`config.mk`:
```
export PLATFORM = sky130hd
export DESIGN_NAME = delay_echo_client
export DESIGN_NICKNAME = d
export VERILOG_FILES = /design/src/rtl/delay_echo_client.sv
export SDC_FILE = /design/constraint.sdc
export NUM_CORES = 1
export LEC_CHECK = 0
export CORE_MARGIN = 2
export CORE_UTILIZATION = 45
export CTS_CLUSTER_DIAMETER = 40
export DETAILED_ROUTE_END_ITERATION = 10
export PLACE_DENSITY = 0.7
export SLEW_MARGIN = 20
export SYNTH_ARGS = -nofsm -noshare
export SYNTH_HDL_FRONTEND = slang
export SYNTH_SLANG_ARGS = --single-unit
```
`constraint.sdc`:
```
create_clock -name clk -period 11.9 [get_ports clk]
set_input_delay 3.57 -clock clk [delete_from_list [all_inputs] [get_ports clk]]
set_output_delay 3.57 -clock clk [all_outputs]
set_load 0.01 [all_outputs]
```
`src/rtl/delay_echo_client.sv`:
```
// Initiator for one delay_master buffer: allocates once, then per sample reads the delayed tap,
// writes input plus feedback, and emits a dry/wet mix. Define DELAY_ECHO_CLIENT_TIMEOUT_EN for a reply watchdog.
module delay_echo_client #(
  parameter int unsigned data_width     = 16,
  parameter int unsigned addr_width     = 12,
  parameter int unsigned timeout_cycles = 64
) (
  input  logic                    clk,
  input  logic                    reset,
  input  logic                    cfg_start,
  input  logic [data_width-1:0]   cfg_handle,
  input  logic [2*addr_width-1:0] cfg_size,
  input  logic [2*addr_width-1:0] cfg_delay,
  input  logic [data_width-1:0]   cfg_delay_inc,
  input  logic [7:0]              cfg_fb_gain,
  input  logic [7:0]              cfg_wet_gain,
  input  logic [data_width-1:0]   sample_in,
  input  logic                    sample_in_valid,
  output logic                    sample_in_ready,
  output logic [data_width-1:0]   sample_out,
  output logic                    sample_out_valid,
  output logic                    alloc_req,
  output logic [2*addr_width-1:0] alloc_size,
  output logic [2*addr_width-1:0] alloc_delay,
  output logic                    read_req,
  output logic [data_width-1:0]   read_handle,
  output logic                    write_req,
  output logic [data_width-1:0]   write_handle,
  output logic [data_width-1:0]   write_data,
  output logic [data_width-1:0]   write_inc,
  input  logic [data_width-1:0]   read_data,
  input  logic                    read_valid,
  input  logic                    write_ack,
  input  logic                    invalid_alloc,
  input  logic                    invalid_read,
  input  logic                    invalid_write,
  output logic                    allocated,
  output logic                    error,
  output logic                    overrun
);

  localparam int unsigned PW = data_width + 8;

  typedef enum logic [2:0] {
    StUnalloc, StAllocWait, StReady, StReadWait, StCalc, StWriteWait, StOutput, StAbort
  } state_e;

  state_e                  state_d, state_q;
  logic [data_width-1:0]   handle_d, handle_q, inc_d, inc_q, x_d, x_q, d_d, d_q;
  logic [2*addr_width-1:0] size_d, size_q, delay_d, delay_q;
  logic [7:0]              fb_gain_d, fb_gain_q, wet_gain_d, wet_gain_q;
  logic                    alloc_req_d, alloc_req_q, read_req_d, read_req_q;
  logic                    allocated_d, allocated_q, error_d, error_q, overrun_d, overrun_q;
  logic                    timeout_hit;

  logic signed [PW-1:0]    d_ext, fb_prod, wet_prod;
  logic [data_width-1:0]   fb_term, wet_term, wdata, out_acc;

  function automatic logic [data_width-1:0] sat_add(input logic [data_width-1:0] a,
                                                    input logic [data_width-1:0] b);
    logic [data_width:0] s;
    s = {a[data_width-1], a} + {b[data_width-1], b};
    if (s[data_width] != s[data_width-1]) begin
      sat_add = s[data_width] ? {1'b1, {(data_width-1){1'b0}}} : {1'b0, {(data_width-1){1'b1}}};
    end else begin
      sat_add = s[data_width-1:0];
    end
  endfunction

  // Gains are zero-extended so 0xFF means 255/256, never negative.
  always_comb begin
    d_ext    = {{8{d_q[data_width-1]}}, d_q};
    fb_prod  = d_ext * $signed({{data_width{1'b0}}, fb_gain_q});
    wet_prod = d_ext * $signed({{data_width{1'b0}}, wet_gain_q});
    fb_term  = fb_prod[PW-1:8];
    wet_term = wet_prod[PW-1:8];
    wdata    = sat_add(x_q, fb_term);
    out_acc  = sat_add(x_q, wet_term);
  end

`ifdef DELAY_ECHO_CLIENT_TIMEOUT_EN
  localparam int unsigned CntW = $clog2(timeout_cycles + 1);
  logic [CntW-1:0] wait_cnt_d, wait_cnt_q;
  logic            waiting;

  always_comb begin
    waiting     = state_q inside {StAllocWait, StReadWait, StWriteWait};
    wait_cnt_d  = waiting ? wait_cnt_q + CntW'(1) : '0;
    timeout_hit = waiting && (wait_cnt_q == CntW'(timeout_cycles));
  end

  always_ff @(posedge clk) begin
    if (!reset) wait_cnt_q <= '0;
    else        wait_cnt_q <= wait_cnt_d;
  end
`else
  logic unused_timeout_cfg;
  assign unused_timeout_cfg = ^timeout_cycles;
  assign timeout_hit        = 1'b0;
`endif

  always_comb begin
    state_d     = state_q;
    handle_d    = handle_q;
    size_d      = size_q;
    delay_d     = delay_q;
    inc_d       = inc_q;
    fb_gain_d   = fb_gain_q;
    wet_gain_d  = wet_gain_q;
    x_d         = x_q;
    d_d         = d_q;
    alloc_req_d = 1'b0;
    read_req_d  = 1'b0;
    allocated_d = allocated_q;
    error_d     = error_q;
    overrun_d   = overrun_q | (sample_in_valid & (state_q != StReady));

    unique case (state_q)
      StUnalloc: begin
        if (cfg_start) begin
          handle_d    = cfg_handle;
          size_d      = cfg_size;
          delay_d     = cfg_delay;
          inc_d       = cfg_delay_inc;
          fb_gain_d   = cfg_fb_gain;
          wet_gain_d  = cfg_wet_gain;
          alloc_req_d = 1'b1;
          state_d     = StAllocWait;
        end
      end
      StAllocWait: begin
        // A reply in the request-pulse cycle belongs to nobody; judge on the second cycle.
        if (!alloc_req_q) begin
          if (invalid_alloc) begin
            error_d = 1'b1;
            state_d = StUnalloc;
          end else begin
            allocated_d = 1'b1;
            state_d     = StReady;
          end
        end else if (timeout_hit) begin
          error_d = 1'b1;
          state_d = StUnalloc;
        end
      end
      StReady: begin
        if (sample_in_valid) begin
          x_d        = sample_in;
          inc_d      = cfg_delay_inc;
          fb_gain_d  = cfg_fb_gain;
          wet_gain_d = cfg_wet_gain;
          read_req_d = 1'b1;
          state_d    = StReadWait;
        end
      end
      StReadWait: begin
        if (!read_req_q && invalid_read) begin
          error_d = 1'b1;
          state_d = StAbort;
        end else if (!read_req_q && read_valid) begin
          d_d     = read_data;
          state_d = StCalc;
        end else if (timeout_hit) begin
          error_d = 1'b1;
          state_d = StAbort;
        end
      end
      StCalc: state_d = StWriteWait;
      StWriteWait: begin
        if (invalid_write || timeout_hit) begin
          error_d = 1'b1;
          state_d = StAbort;
        end else if (write_ack) begin
          state_d = StOutput;
        end
      end
      StOutput, StAbort: state_d = StReady;
      default: state_d = StUnalloc;
    endcase
  end

  always_ff @(posedge clk) begin
    if (!reset) begin
      state_q     <= StUnalloc;
      handle_q    <= '0;
      size_q      <= '0;
      delay_q     <= '0;
      inc_q       <= '0;
      fb_gain_q   <= '0;
      wet_gain_q  <= '0;
      x_q         <= '0;
      d_q         <= '0;
      alloc_req_q <= 1'b0;
      read_req_q  <= 1'b0;
      allocated_q <= 1'b0;
      error_q     <= 1'b0;
      overrun_q   <= 1'b0;
    end else begin
      state_q     <= state_d;
      handle_q    <= handle_d;
      size_q      <= size_d;
      delay_q     <= delay_d;
      inc_q       <= inc_d;
      fb_gain_q   <= fb_gain_d;
      wet_gain_q  <= wet_gain_d;
      x_q         <= x_d;
      d_q         <= d_d;
      alloc_req_q <= alloc_req_d;
      read_req_q  <= read_req_d;
      allocated_q <= allocated_d;
      error_q     <= error_d;
      overrun_q   <= overrun_d;
    end
  end

  // The write request is the CALC cycle itself; its data comes from held registers.
  always_comb begin
    sample_in_ready  = (state_q == StReady);
    sample_out_valid = (state_q == StOutput) || (state_q == StAbort);
    sample_out       = (state_q == StOutput) ? out_acc :
                       (state_q == StAbort)  ? x_q     : '0;
    alloc_req        = alloc_req_q;
    alloc_size       = size_q;
    alloc_delay      = delay_q;
    read_req         = read_req_q;
    read_handle      = handle_q;
    write_req        = (state_q == StCalc);
    write_handle     = handle_q;
    write_data       = wdata;
    write_inc        = inc_q;
    allocated        = allocated_q;
    error            = error_q;
    overrun          = overrun_q;
  end

endmodule

```
# Word-level counts from Yosys, hierarchy flattened
# Cells that the tools add are included.
# word_totals
ff_bits	136
latch_bits	0
ram_bits	0
mem_bits_ro	0
output_inout_bits	136
elab_cells	89
mem_count	0
# classes
n_addsub	2
n_mul	2
div	0
magnitude_cmp	0
eq_ne	18
n_shift	0
muxes	31
n_bitwise	5
reduce_logical	17
# ops
operator	n
$mux W16	8
$mul A16 B9 Y24	2
$add A16 B16 Y17	2
$mux W8	4
$pmux W16 S2	1
$pmux W8 S2	2
$mux W3	7
$pmux W3 S7	1
$eq A3 B3 Y1 const B	4
$ne A2 B2 Y1 const B	6
$reduce_and A5 Y1	2
$reduce_and A3 Y1	3
$reduce_and A2 Y1	4
$eq A3 B2 Y1 const B	2
$mux W1	6
$ne A3 B3 Y1 const B	2
$eq A3 B1 Y1 const B	1
$logic_not A3 Y1	1
$ne A3 B2 Y1 const B	1
$not A1 Y1	3
$pmux W1 S3	1
$reduce_bool A3 Y1	1
$logic_and A1 B1 Y1	2
$mux W2	1
7 further kinds	8

# Depth between registers and ports, before layout
# Gate-level depths: netlist of the first run.
# depth
depth_word	5
ltp_mapped	30
mapped_depth_nobuf	26

# Worst setup path before layout of the first run
# No wires, ideal clock.
# synth_timing
path_kind	flip-flop to output port
from	reg wet_gain_q[2]
to	out sample_out[10]
arrival_time_ps	6362
required_ps	8330
setup_slack_ps	1968
stages_incl_launch_ff	27
cell_sequence	dfxtp_1 clkbuf_1 clkbuf_1 nand2_1 fa_1 inv_1 fa_1 inv_1 fa_1 inv_1 fa_1 ha_1 nor3_1 o31a_1 nor3_4 o41ai_2 o21ai_1 or3_1 o211a_1 ha_1 a21o_1 a31o_1 o21ai_0 or4b_1 o311ai_0 a21oi_1 a21oi_1
# synth_between
elab_chain_cells	5
# synth_lines
item	line	text
start: declaration	51	logic [7:0] fb_gain_d, fb_gain_q, wet_gain_d, wet_gain_q;
start signal: assignment	205	wet_gain_q <= wet_gain_d;
$mul A16 B9 Y24 *	74	wet_prod = d_ext * $signed({{data_width{1'b0}}, wet_gain_q});
$add A16 B16 Y17 *	62	s = {a[data_width-1], a} + {b[data_width-1], b};
$mux W16 or $ne A1 B1 Y1 (tied branches)	64, 63	
$mux W16 *	63	if (s[data_width] != s[data_width-1]) begin
$mux W16 *	220	sample_out = (state_q == StOutput) ? out_acc :
end: declaration	20	output logic [data_width-1:0] sample_out,
# Mark *: on every way between the ends. The rest lies on a longest branch, timed or not.

# Worst setup path after layout of the first run
# layout_timing
from	reg wet_gain_q[5]
to	out sample_out[0]
# The elaborated chain is that of the path after synthesis.

==> impl_metrics.tcl, run 1 <==
set metrics [dict create \
    crit_fanout 17 \
    vias_per_cell 5.21 \
    setup-violations-final 0 \
    crit_buf_inv 3 \
    wl_microns 45600 \
    finalSetupTns_ns 0 \
    routabilityCongestion 0.870 \
    rsz0062_at_grt "false" \
    clock_path_buffers 2 \
    die_x_microns 192 \
    period_minus_slack_ns 11.42 \
    first_pass_iters 5 \
    wl_per_cell_microns 17.8 \
    fp-row-count 68 \
    hpwl_microns 36500 \
    max_freq_mhz 87.6 \
    hp-class "flop to flop" \
    internal_power_mw 0.937 \
    async_flop_share_pct 0 \
    dpl_worst_slack_ns 0.643 \
    period_share_pct 96.0 \
    avgSynthCellArea_sq_um 8.37 \
    grt-ovfl-total 0 \
    dieArea_sq_um 36900 \
    synth_nets 2358 \
    path_clk_slew_ns 0.07 \
    groute.usage.overall_pct 25.4 \
    power.static_leakage_nw 8.96 \
    p_clk_share_pct 38.3 \
    worst-setup-path-type "flop to primary output" \
    maxSlewHeadroom_pct 35.2 \
    cts_tree "built" \
    cellPowerDensity_nw_per_um2 71.0 \
    grt_max_degree 105 \
    syn_area_sq_um 15900 \
    critPathLaunchType "flop" \
    switchingPower_mw 0.443 \
    drtAntennaViolNets 0 \
    cap_violations 0 \
    ys_seq_area_share_pct 17.1 \
    crit_arrival_ns 7.85 \
    postCtsSetupRepairBufs 0 \
    grt_pass1_vias 13716 \
    fin_nets 2557 \
    synth_edf_count 0 \
    hold_violations 0 \
    ir_drop_v 0.000150 \
    clk_latency_ns 0.47 \
    cp.required_ns 8.33 \
    start_util_pct 45.9 \
    grt_pass1_wl_microns 72100 \
    numCtsBuffers 17 \
    report.final.slew_viol_count 0 \
    antenna_found_initial 2 \
    utilization_pct 56.0 \
    num_io_pins 273 \
    drt-initial-drc-count 633 \
    clock_sinks 136 \
    drc_errors 0 \
    htreeDepth 4 \
    area_growth_pct 22.0 \
    status "finished, final reports clean" \
    ys_ff_latch 136 \
    power_mw 1.38 \
    ys_types 76 \
    synth_warnings 0 \
    slowest_delay_ns 0.84 \
    switching_share_pct 32.1 \
    drive_gt1_share_pct 4.54 \
    cpMaxStageDelayCell "dfxtp_1" \
    diodes 0 \
    port_buffers 272 \
    end_kind "primary output" \
    fin_worst_skew_ns 0.0244 \
    cp_top_family "adder cells" \
    path_cells "and2_1, fa_1, fa_1, fa_1, inv_1, fa_1, inv_1, ha_1, and3_1, o31ai_4, a21oi_1, a2111oi_4, o21bai_2, xor2_1, ha_1, a21oi_1, o21ai_0, nor2_1, a21oi_2, xor2_4, a21oi_1, a21oi_1, clkdlybuf4s50_1" \
    ctsRootBufferMaster "clkbuf_16" \
    synth_flop_cell "dfxtp_1" \
    vias 13373 \
    power.share.combinational_pct 21.6 \
    netlist_instances 1902 \
    die_h_microns 192 \
    timing.final.ws_setup_ns 0.481 \
    seqPwrFrac_pct 40.1 \
    core_sq_um 34700 \
    tightest_slew_ns 0.972 \
]
## synth_stat cells, types with 32 or more instances
cell type,instances,area (sq um)
a21boi_0,110,826
clkbuf_1,81,304
nor2b_1,32,200
fa_1,200,4000
o21ai_0,40,200
a21oi_1,79,395
ha_1,119,1490
nand2_1,377,1420
xnor2_1,48,420
nor2_1,35,131
inv_1,278,1040
dfxtp_1,136,2720
and2_1,136,851
## path summary, 6_finish.rpt
check / from / endpoint / slack [ns] / cells after the start
setup / recovery: wet_gain_q[5]$_SDFFE_PN0P_ / sample_out[0] / 0.48 / 23
hold / removal: write_inc[2]$_SDFFE_PN0P_ / write_inc[2]$_SDFFE_PN0P_ / 0.46 / 2
setup reg to reg: state_q[0]$_SDFFE_PN0P_ / d_q[7]$_SDFFE_PN0P_ / 8.88 / 7
hold reg to reg: write_inc[2]$_SDFFE_PN0P_ / write_inc[2]$_SDFFE_PN0P_ / 0.46 / 2
## worst reg2reg max path, delay by kind of cell, from the launching register on
| kind | cells | cell delay (ns) |
|---|---|---|
| muxes | 1 | 0.29 |
| buffers and inverters | 2 | 0.89 |
| and+or+nand+nor | 4 | 0.78 |
| DFF | 1 | 0.94 |
## flip-flops by register name (all words and copies together) (netlist names)
register and cells:
alloc_delay 24, alloc_size 24, d_q 16, read_handle 16
write_inc 16, x_q 16, fb_gain_q 8, wet_gain_q 8
state_q 3, alloc_req 1, allocated 1, error 1
overrun 1, read_req 1
## cells in the final DEF, fill, tap and decap left out, drive strengths merged, types with 6 or more instances in the layout
cell type	Yosys	routed
clkdlybuf4s50	0	271
ha	119	119
clkbuf	81	18
nor3	12	12
mux2i	18	18
nand3	6	6
xor2	17	17
fa	200	200
dfxtp	136	136
a211oi	7	7
nor2b	33	33
nand2b	6	6
buf	28	18
a21boi	115	115
a31oi	10	10
a21o	11	11
nand2	377	377
and2	136	136
xnor2	48	48
a21oi	83	83
inv	279	286
maj3	16	16
nor2	37	37
o21ai	53	53
## repair_timing
| action | CTS | global route |
|---|---|---|
| gates resized for setup | 0 | 7 |
| hold endpoints to repair | 0 | 0 |
| hold buffers | 0 | 0 |
| endpoints found under the setup margin | 0 | 15 |
## routing by layer
layer / routed length (microns) / vias up / GRT usage, % / share of wire [%]
met3: 3310 / 69 / 6.27 / 7.3
met2: 23200 / 410 / 45.7 / 51
met5: 15 / - / 0 / 0.033
met4: 1280 / 2 / 8.46 / 2.8
li1: - / 6364 / - / -
met1: 17800 / 6528 / 29.5 / 39
## power by group through the flow
stage	Combinational, mW	Sequential [mW]	Clock, mW
after CTS	0.302	0.551	0.539
after floorplan	0.155	0.535	0
after global placement	0.298	0.559	0
final	0.298	0.553	0.529
after detailed placement	0.300	0.561	0
after global routing	0.327	0.558	0.556
## metrics by stage
| stage | hold slack [ns] | cell area (sq um) | instances |
|---|---|---|---|
| 2_1_floorplan | 0.475 | 15900 | 1902 |
| 3_3_place_gp | 0.449 | 18800 | 2537 |
| 3_5_place_dp | 0.455 | 18800 | 2537 |
| 4_1_cts | 0.464 | 19400 | 2569 |
| 5_1_grt | 0.482 | 19400 | 2569 |
| 6_report | 0.462 | 19400 | 2569 |
## cells by family after synthesis
logic type	after synthesis	share of synthesized area [%]
adders and majority gates	335	35.6
xor gates and xnor gates	65	3.58
DFF	136	17.1
and+or+nand+nor	634	18.6
AOI/OAI and AO/OA	326	14.2
muxes	18	1.13
buffers and inverters	388	9.78
## layout make-up
type,instances,area (sq um)
fillers,3247,15300
multi-input cells,1378,11700
repair buffers,289,2850
flip-flops and latches,136,2730
inverters,279,1050
well taps,455,569
clock buffers,18,429
clock inverters,14,138
No activity file was read; power rests on OpenSTA's default activity.
==> inputs of run 2 (changes only) <==
Settings changed: CORE_ASPECT_RATIO from default to 0.6.
==> run 2 against run 1 <==
Effect of this change:
- critical path depth grew 1
- flip-flop and latch count did not move
- global-route usage increased by 0.078 points
- count of clock-buffer cells in the layout decreased by 1
- cell count grew 0.54%
- clock skew decreased by 0.013 ns
- wire length rose by 1.1%
- die area rose by 0.14%
- highest routed layer is now met4
==> impl_metrics.tcl, run 2 (synthesis gave the netlist of run 1 again) <==
set metrics [dict create \
    status "finished, final reports clean" \
    clock_path_buffers 2 \
    period_minus_slack_ns 11.56 \
    reg2reg_depth 7 \
    dpl_worst_slack_ns 0.771 \
    vias_per_cell 5.17 \
    drtAntennaViolNets 0 \
    rrSetupSlack_ns 9.26 \
    cts_tree "built" \
    grt_max_degree 137 \
    groute.usage.overall_pct 25.5 \
    drive_gt1_share_pct 4.59 \
    routabilityCongestion 0.915 \
    dpl-instance-area_sq_um 18900 \
    grt-ovfl-total 0 \
    fillers 3142 \
    fp-row-count 53 \
    core_sq_um 34900 \
    min-delay-start "alloc_delay[10]$_SDFFE_PN0P_" \
    grt_pass1_wl_microns 73000 \
    vias 13366 \
    ff_latch_area_sq_um 2730 \
    power_mw 1.43 \
    period_share_pct 97.1 \
    die_h_microns 150 \
    finalSetupTns_ns 0 \
    tightest_slew_ns 0.980 \
    maxSlewHeadroom_pct 34.5 \
    die_x_microns 247 \
    hpwl_microns 36700 \
    port_buffers 272 \
    clk_latency_ns 0.44 \
    fin_worst_skew_ns 0.0114 \
    area_growth_pct 22.6 \
    grt_pass1_vias 13383 \
    end_kind "primary output" \
    num_io_pins 273 \
    cp.required_ns 8.33 \
    numCtsBuffers 17 \
    antenna_found_initial 1 \
    hp-class "flop to flop" \
    whs_ns 0.464 \
    htreeDepth 4 \
    dp.cells 2550 \
    rr_endpoint "d_q[12]$_SDFFE_PN0P_" \
    holdBufCountCts 0 \
    postCtsSetupRepairBufs 0 \
    clock_sinks 136 \
    hold_violations 0 \
    mostFrequentLayoutCell "nand2_1" \
    rsz0062_at_grt "false" \
    utilization_pct 55.9 \
    hold_end "alloc_delay[10]$_SDFFE_PN0P_" \
    final_cell_mix "377 x nand2_1, 278 x inv_1, 271 x clkdlybuf4s50_1, 200 x fa_1, 136 x and2_1" \
    final_cells 2583 \
    power.static_leakage_nw 9.01 \
    ir_drop_v 0.000103 \
    wl_per_cell_microns 17.9 \
    crit_arrival_ns 7.99 \
    multi_input_area_sq_um 11700 \
    worst-setup-path-type "flop to primary output" \
    r2r_start "state_q[0]$_SDFFE_PN0P_" \
    drt-initial-drc-count 998 \
    crit_fanout 17 \
    first_pass_iters 5 \
    min_path_cells 2 \
    report.final.slew_viol_count 0 \
    wl_microns 46100 \
    dieArea_sq_um 36900 \
    cap_violations 0 \
    fin_nets 2558 \
    timing.final.ws_setup_ns 0.343 \
    ctsRootBufferMaster "clkbuf_16" \
    cellPowerDensity_nw_per_um2 73.2 \
    path_clk_slew_ns 0.07 \
    drc_errors 0 \
    max_freq_mhz 86.5 \
    critPathLaunchType "flop" \
    start_util_pct 45.6 \
    setup-violations-final 0 \
    final_area_sq_um 19500 \
]
-- run 2: cell types whose count changed in the layout (fill, tap and decap cells not counted), sizes merged --
cell / previous run / this run
buf: 18 / 19
inv: 286 / 288
diode: 0 / 1
clkinvlp: 4 / 1
bufinv: 1 / 2
clkinv: 2 / 3
clkbuf: 18 / 17
-- run 2: per-layer routing --
layer	global-route usage [%]	wire length, microns
met1	36.2	21600
met2	40.7	20900
met3	4.68	3090
met4	5.42	577
met5	0	0
-- run 2: worst max-delay path, stage by stage (launching register included) --
cell	delay, ns
dfxtp_1	0.77
nand2_1	0.17
fa_1	0.53
fa_1	0.59
inv_1	0.07
fa_1	0.49
inv_1	0.06
fa_1	0.47
inv_1	0.04
ha_1	0.32
nand2_1	0.10
nor3_4	0.32
o21ai_1	0.16
a21oi_1	0.24
a21oi_1	0.13
a21oi_1	0.32
ha_1	0.37
a211o_1	0.33
o2111ai_1	0.44
a21oi_2	0.15
xor2_1	0.15
buf_4	0.22
o21ai_0	0.12
a21oi_1	0.35
clkdlybuf4s50_1	0.62
-- run 2: cell type report --
type                            count  area share [%]
Sequential cell                   136            14.0
Clock inverter                     15            1.03
Multi-Input combinational cell   1378            59.8
Antenna cell                        1          0.0128
Tap cell                          467            2.99
Timing Repair Buffer              290            14.6
Inverter                          279            5.37
Clock buffer                       17            2.18
-- run 2: power breakdown --
group	total [mW]	internal (mW)	switching [mW]
Combinational	0.306	0.153	0.153
Clock	0.578	0.322	0.256
Sequential	0.544	0.491	0.0526
Total	1.43	0.967	0.461
-- run 2: how the worst max path moves through the flow --
stage / from / end / depth (start not counted)
final: wet_gain_q[3]$_SDFFE_PN0P_ / sample_out[9] / 24
after global routing: d_q[12]$_SDFFE_PN0P_ / sample_out[4] / 26
after CTS: wet_gain_q[0]$_SDFFE_PN0P_ / sample_out[5] / 26
after detailed placement: wet_gain_q[0]$_SDFFE_PN0P_ / sample_out[5] / 26
after global placement: d_q[12]$_SDFFE_PN0P_ / sample_out[9] / 25
after floorplan: wet_gain_q[2]$_SDFFE_PN0P_ / sample_out[10] / 26
-- run 2: what timing repair did --
action / 4_1_cts / 5_1_grt
endpoints found under the setup margin: 0 / 16
endpoints found under the hold margin: 0 / 0
gates resized for setup: 0 / 6
